$ cat src/rtl/polaris_bus_pkg.sv
// Shared bus definitions for the polaris master port: request size encodings,
// halfword bridge state encoding and the address width.
package polaris_bus_pkg;

  localparam int unsigned XLEN = 64;

  typedef enum logic [1:0] {
    SIZE_NONE    = 2'b00,
    SIZE_BYTE    = 2'b01,
    SIZE_HALF    = 2'b10,
    SIZE_ILLEGAL = 2'b11
  } size_e;

  typedef enum logic [1:0] {
    IDLE = 2'b00,
    B0   = 2'b01,
    B1   = 2'b10,
    ACK  = 2'b11
  } bridge_state_e;

  // True for sizes that start a transfer; SIZE_ILLEGAL is silently ignored.
  function automatic logic is_xfer_size(input logic [1:0] size);
    return (size == SIZE_BYTE) || (size == SIZE_HALF);
  endfunction

endpackage

$ cat src/rtl/bridge_timer.sv
// Per-phase wait counter for halfword_bridge. Only compiled when
// HALFWORD_BRIDGE_TIMEOUT_EN is defined; the default build has no timer.
`ifdef HALFWORD_BRIDGE_TIMEOUT_EN
module bridge_timer #(
  parameter int unsigned TIMEOUT_CYCLES = 15
) (
  input  logic clk_i,
  input  logic reset_ni,
  input  logic clr_i,
  input  logic inc_i,
  output logic expired_o
);

  localparam int unsigned CntW = (TIMEOUT_CYCLES < 2) ? 1 : $clog2(TIMEOUT_CYCLES + 1);
  localparam logic [CntW-1:0] Limit = CntW'(TIMEOUT_CYCLES - 1);

  logic [CntW-1:0] cnt_q;

  // Count wait cycles of the current byte phase; cleared between phases.
  always_ff @(posedge clk_i) begin
    if (!reset_ni) begin
      cnt_q <= '0;
    end else if (clr_i) begin
      cnt_q <= '0;
    end else if (inc_i) begin
      cnt_q <= cnt_q + CntW'(1);
    end
  end

  // Fires on the wait cycle that would make the count reach TIMEOUT_CYCLES.
  assign expired_o = inc_i && (cnt_q == Limit);

endmodule
`endif

$ cat src/rtl/halfword_bridge.sv
// 16-bit size-encoded master port to 8-bit external memory bus bridge.
// Each request becomes one or two byte phases, assembled little-endian.
// Optional phase timeout with bus error: define HALFWORD_BRIDGE_TIMEOUT_EN.
module halfword_bridge #(
  parameter int unsigned TIMEOUT_CYCLES = 15
) (
  input  logic        clk_i,
  input  logic        reset_ni,
  input  logic [63:0] adr_i,
  input  logic [1:0]  size_i,
  input  logic        we_i,
  input  logic [15:0] dat_i,
  input  logic        vpa_i,
  output logic [15:0] dat_o,
  output logic        ack_o,
  output logic        err_o,
  output logic [63:0] xadr_o,
  output logic [7:0]  xdat_o,
  input  logic [7:0]  xdat_i,
  output logic        xstb_o,
  output logic        xwe_o,
  output logic        xvpa_o,
  input  logic        xack_i
);
  import polaris_bus_pkg::*;

  bridge_state_e   state_q;
  logic [XLEN-1:0] adr_q;
  size_e           size_q;
  logic            we_q;
  logic [15:0]     dat_q;
  logic            vpa_q;
  logic [7:0]      lo_q, hi_q;

  logic [15:0]     rdat_q;
  logic            ack_q, err_q;
  logic [XLEN-1:0] xadr_q;
  logic [7:0]      xdat_q;
  logic            xstb_q, xwe_q, xvpa_q;

  logic            in_phase;
  logic            timeout;
  logic [15:0]     rd_data;

  assign in_phase = (state_q == B0) || (state_q == B1);

`ifdef HALFWORD_BRIDGE_TIMEOUT_EN
  logic timer_clr, timer_inc;

  // Counter restarts whenever we are not waiting inside a byte phase.
  assign timer_clr = !in_phase || xack_i;
  assign timer_inc = in_phase && !xack_i;

  bridge_timer #(
    .TIMEOUT_CYCLES(TIMEOUT_CYCLES)
  ) u_timer (
    .clk_i    (clk_i),
    .reset_ni (reset_ni),
    .clr_i    (timer_clr),
    .inc_i    (timer_inc),
    .expired_o(timeout)
  );
`else
  logic unused_timeout_cfg;
  assign unused_timeout_cfg = ^TIMEOUT_CYCLES;
  assign timeout = 1'b0;
`endif

  // Read data presented in ACK: B1 completion is always a halfword, a B0 completion a byte.
  always_comb begin
    rd_data = '0;
    if (xack_i && !we_q) begin
      if (size_q == SIZE_HALF) begin
        rd_data = {xdat_i, lo_q};
      end else begin
        rd_data = {8'h00, xdat_i};
      end
    end
  end

  // Transfer FSM with registered master and external bus outputs.
  always_ff @(posedge clk_i) begin
    if (!reset_ni) begin
      state_q <= IDLE;
      adr_q   <= '0;
      size_q  <= SIZE_NONE;
      we_q    <= 1'b0;
      dat_q   <= '0;
      vpa_q   <= 1'b0;
      lo_q    <= '0;
      hi_q    <= '0;
      rdat_q  <= '0;
      ack_q   <= 1'b0;
      err_q   <= 1'b0;
      xadr_q  <= '0;
      xdat_q  <= '0;
      xstb_q  <= 1'b0;
      xwe_q   <= 1'b0;
      xvpa_q  <= 1'b0;
    end else begin
      ack_q  <= 1'b0;
      err_q  <= 1'b0;
      rdat_q <= '0;
      unique case (state_q)
        IDLE: begin
          if (is_xfer_size(size_i)) begin
            adr_q   <= adr_i;
            size_q  <= size_e'(size_i);
            we_q    <= we_i;
            dat_q   <= dat_i;
            vpa_q   <= vpa_i;
            xstb_q  <= 1'b1;
            xadr_q  <= adr_i;
            xwe_q   <= we_i;
            xdat_q  <= dat_i[7:0];
            xvpa_q  <= vpa_i;
            state_q <= B0;
          end
        end
        B0, B1: begin
          if (xack_i || timeout) begin
            if (xack_i && !we_q) begin
              if (state_q == B0) lo_q <= xdat_i;
              else               hi_q <= xdat_i;
            end
            if (xack_i && (state_q == B0) && (size_q == SIZE_HALF)) begin
              xadr_q  <= adr_q + XLEN'(1);
              xdat_q  <= dat_q[15:8];
              state_q <= B1;
            end else begin
              // A timeout completes with err and zero data (rd_data is 0 without xack_i).
              ack_q   <= 1'b1;
              err_q   <= !xack_i;
              rdat_q  <= rd_data;
              xstb_q  <= 1'b0;
              xadr_q  <= '0;
              xdat_q  <= '0;
              xwe_q   <= 1'b0;
              xvpa_q  <= 1'b0;
              state_q <= ACK;
            end
          end
        end
        ACK: begin
          state_q <= IDLE;
        end
        default: begin
          state_q <= IDLE;
        end
      endcase
    end
  end

  assign dat_o  = rdat_q;
  assign ack_o  = ack_q;
  assign err_o  = err_q;
  assign xadr_o = xadr_q;
  assign xdat_o = xdat_q;
  assign xstb_o = xstb_q;
  assign xwe_o  = xwe_q;
  assign xvpa_o = xvpa_q;

  logic [7:0] unused_hi;
  assign unused_hi = hi_q;

endmodule
$ cat config.mk
export PLATFORM = sky130hd
export DESIGN_NAME = halfword_bridge
export DESIGN_NICKNAME = d
export VERILOG_FILES = /design/src/rtl/polaris_bus_pkg.sv /design/src/rtl/bridge_timer.sv /design/src/rtl/halfword_bridge.sv
export SDC_FILE = /design/constraint.sdc
export NUM_CORES = 1
export LEC_CHECK = 0
export BUFFER_PORTS_ARGS = -buffer_cell sky130_fd_sc_hd__buf_2
export CAP_MARGIN = 0
export CORE_MARGIN = 2
export CORE_UTILIZATION = 49
export DETAILED_ROUTE_END_ITERATION = 8
export PLACE_DENSITY = 0.76
export SYNTH_ARGS = -nofsm -noshare
export SYNTH_HDL_FRONTEND = slang
export SYNTH_SLANG_ARGS = --single-unit
$ cat constraint.sdc
create_clock -name clk_i -period 2.3 [get_ports clk_i]
set_clock_uncertainty 0.15 [all_clocks]
set_input_delay 0.46 -clock clk_i [delete_from_list [all_inputs] [get_ports clk_i]]
set_output_delay 0.46 -clock clk_i [all_outputs]
set_load 0.02 [all_outputs]
==> reports/results.txt <==
status -> complete, but fails checks
failing checks -> setup timing
mean post-synth cell area -> 7.87 um^2
IO Pins -> 188
starting density of the core -> 49.6%
share of layout cells above drive strength 1 -> 29.9%
# hold bufs at CTS -> 0
post-route non-filler standard cell count -> 1500
Vias -> 8592
WP buf/inv -> 1
starting DRC count in detailed routing -> 627
dpl hpwl -> 17000 um
post-route setup TNS -> -0.300 ns
Lkg Pwr -> 0.00473 uW
clock share of power -> 24.9%
EDFF count, synth -> 0
synthesis warning total -> 0
Hold Vio Cnt, Final -> 0
Fillers -> 1391
gpl congestion -> 0.883
Min-Delay Path Class -> input pin to flip-flop
Setup crit end kind -> flip-flop
nets -> 1365
clk sinks -> 178
# DRC -> 0
initial antenna violation count -> 2
clock tree from TritonCTS -> built
Clock Pin Slew Worst Setup and Hold Paths -> 0.07 ns
Mapped Cells -> 1038
Crit Path Max Fanout -> 5
Yosys reg bits -> 178
TritonCTS Buffers -> 17
PD cells -> 1220 mW/mm^2
GRT Overall Usage -> 28.4%
max_slew headroom -> 62.2%
most common cell after layout, fill and taps aside -> nand2_1
final setup fails -> 7
Die Width -> 133 um
PnR worst setup slack -> -0.103 ns
Cell Area, Synth -> 0.00817 mm^2
synth unique cells -> 52
Hold Path Origin -> dat_i[9]
number of port buffers -> 187
Worst-Margin Slew -> 0.566 ns
cells along the critical path -> buf_4 > nand4_1 > or3_4 > or4_4 > nor4_4 > xnor2_1 > a311oi_2
Multi-input gate area -> 0.00456 mm^2
Hold WS -> 0.111 ns
CP startpoint -> adr_q[1]$_SDFFE_PN0P_
slowest CP cell -> or4_4
DRT Wirelength -> 25900 um
most frequent cells in the layout -> nand2_1 (195), buf_2 (187), dfxtp_1 (169)
Req. time, crit path -> 2.50 ns
Psw -> 5390 uW
post-placement cell count -> 1458
Internal -> 7970 uW
max_cap viols -> 0
register area share after synthesis -> 43.6%
Flop pwr share -> 32.2%
Slew Viols, Final -> 0
Clock Tree Buf Depth -> 2
Arrival @ worst endpoint -> 2.61 ns
largest stage delay on the critical path -> 0.59 ns
FF/Latch Area -> 0.00358 mm^2
die footprint -> 0.0177 mm^2
worst r2r src -> adr_q[1]$_SDFFE_PN0P_
DRT antenna net count -> 0
first-pass GRT wire length -> 40700 um
number of global-route vias before repair -> 7946
final worst path period need -> 2.40 ns
power after layout -> 13400 uW
clk_lat worst skew -> 0.44 ns
CTS root buf -> clkbuf_16
Layout area overhead -> 33.7%
top_reg_cell synth -> dfxtp_1
Worst IR Drop VDD -> 663 uV
Crit path max-delay family -> simple AND/OR/NAND/NOR gates
Cell Rows -> 47
Comb pwr share -> 42.8%
Crit Path Class -> flip-flop to flip-flop
drt wl/cell -> 17.3 um
fraction of registers with async set/reset -> 0%
Die Height -> 133 um
post-place setup slack -> -0.117 ns
RSZ-0062 raised after global routing -> true
Switching Share -> 40.4%
CP startpoint kind -> flip-flop
Mapped Nets -> 1137
Clock H-tree levels -> 4
largest net degree at the start of global routing -> 86
Final period util -> 104%
First-pass DRT Iterations -> 5
FMAX -> 416 MHz
GRT overflow -> 0
Via density -> 5.73
Core ar. -> 0.0165 mm^2
power groups by stage:
| stage | Sequential, uW | Clock, uW | Combinational (uW) |
|---|---|---|---|
| finish | 4300 | 3330 | 5720 |
| floorplan | 4850 | 0 | 3040 |
| global route | 4390 | 3490 | 6240 |
| detailed placement | 4340 | 0 | 5610 |
| CTS | 4290 | 3360 | 5640 |
| global placement | 4330 | 0 | 5510 |
tightest hold or removal path, cell delays in order:
cell and delay [ns]:
buf_2 0.09, nand2_1 0.04, a21oi_1 0.05
synth_stat cells, types with 2 or more instances:
| cell type | instances | area (um^2) |
|---|---|---|
| nand2_1 | 198 | 743 |
| dfxtp_1 | 178 | 3560 |
| a21oi_1 | 130 | 651 |
| nor2_1 | 75 | 282 |
| clkbuf_1 | 72 | 270 |
| o21ai_0 | 65 | 325 |
| a221oi_1 | 39 | 342 |
| nand3_1 | 37 | 185 |
| nor3_1 | 28 | 140 |
| xor2_1 | 26 | 228 |
| xnor2_1 | 19 | 166 |
| and2_1 | 18 | 113 |
| nand4_1 | 18 | 113 |
| nor4_1 | 12 | 75.1 |
| and4_1 | 11 | 96.3 |
| mux2i_1 | 11 | 110 |
| and3_1 | 9 | 56.3 |
| inv_1 | 9 | 33.8 |
| a311oi_1 | 7 | 61.3 |
| a31oi_1 | 5 | 31.3 |
| o211ai_1 | 5 | 37.5 |
| o31a_1 | 5 | 43.8 |
| or3_1 | 5 | 31.3 |
| a21boi_0 | 4 | 30.0 |
| ha_1 | 4 | 50.1 |
| or2_2 | 4 | 25.0 |
| a211oi_1 | 3 | 22.5 |
| buf_1 | 3 | 11.3 |
| buf_2 | 3 | 15.0 |
| nor4_4 | 3 | 63.8 |
| o22ai_1 | 3 | 18.8 |
| or4_1 | 3 | 22.5 |
| a22oi_1 | 2 | 15.0 |
| and3b_1 | 2 | 17.5 |
| nand2b_1 | 2 | 12.5 |
| nor3b_1 | 2 | 15.0 |
| o21a_1 | 2 | 15.0 |
| or4_4 | 2 | 22.5 |
repair_timing:
item | in CTS | in global routing
setup buffers | 4 | 4
endpoints found under the setup margin | 25 | 75
gates resized for setup | 18 | 42
pin swaps | 5 | 24
cloned | 1 | 0
state kept, by name, indices dropped and copies added, names as in the netlist, 2 cells and up:
name     cells
adr_q       64
xadr_o      64
dat_o       16
dat_q        8
lo_q         8
xdat_o       8
size_q       2
state_q      2
layout make-up:
cell class | count | area share (%)
antenna | 1 | 0.0229
clock buffer | 18 | 4.12
clock inverter | 14 | 2.04
inverter | 10 | 0.355
multi-input combinational | 773 | 41.7
sequential | 178 | 32.7
tap | 220 | 2.52
timing repair buffer | 286 | 16.5
per-stage QoR:
stage	util, %	instance area [um^2]
6_report	66.4	10900
5_1_grt	66.4	10900
4_1_cts	65.0	10700
3_5_place_dp	60.3	9920
3_3_place_gp	60.3	9920
2_1_floorplan	-	8210
worst paths after layout:
check	to	slack, ns	depth (start not counted)
min reg2reg	dat_o[5]$_SDFF_PP0_	0.30	2
max	xadr_o[59]$_SDFFE_PN0P_	-0.10	7
max reg2reg	xadr_o[59]$_SDFFE_PN0P_	-0.10	7
min	dat_q[9]$_SDFFE_PN0P_	0.11	3
logic make-up after synthesis:
kind of cell | count (synthesis) | synth area share [%]
AO/OA/AOI/OAI | 277 | 20.3
XOR/XNOR | 45 | 4.82
flip-flops | 178 | 43.6
buffers and inverters | 88 | 4.09
adder cells (fa/ha/maj) | 4 | 0.612
AND/OR/NAND/NOR | 434 | 25.2
other | 1 | 0.0459
multiplexers | 11 | 1.35
routing by layer:
layer | track usage (%) | vias to the layer above | part of all wire (%)
met4 | 10.6 | 2 | 2.6
met3 | 5.14 | 54 | 8.0
li1 | - | 4126 | -
met2 | 47.1 | 377 | 47
met1 | 37.2 | 4033 | 42
met5 | 0 | - | 0.039
No activity file was read; power rests on OpenSTA's default activity.
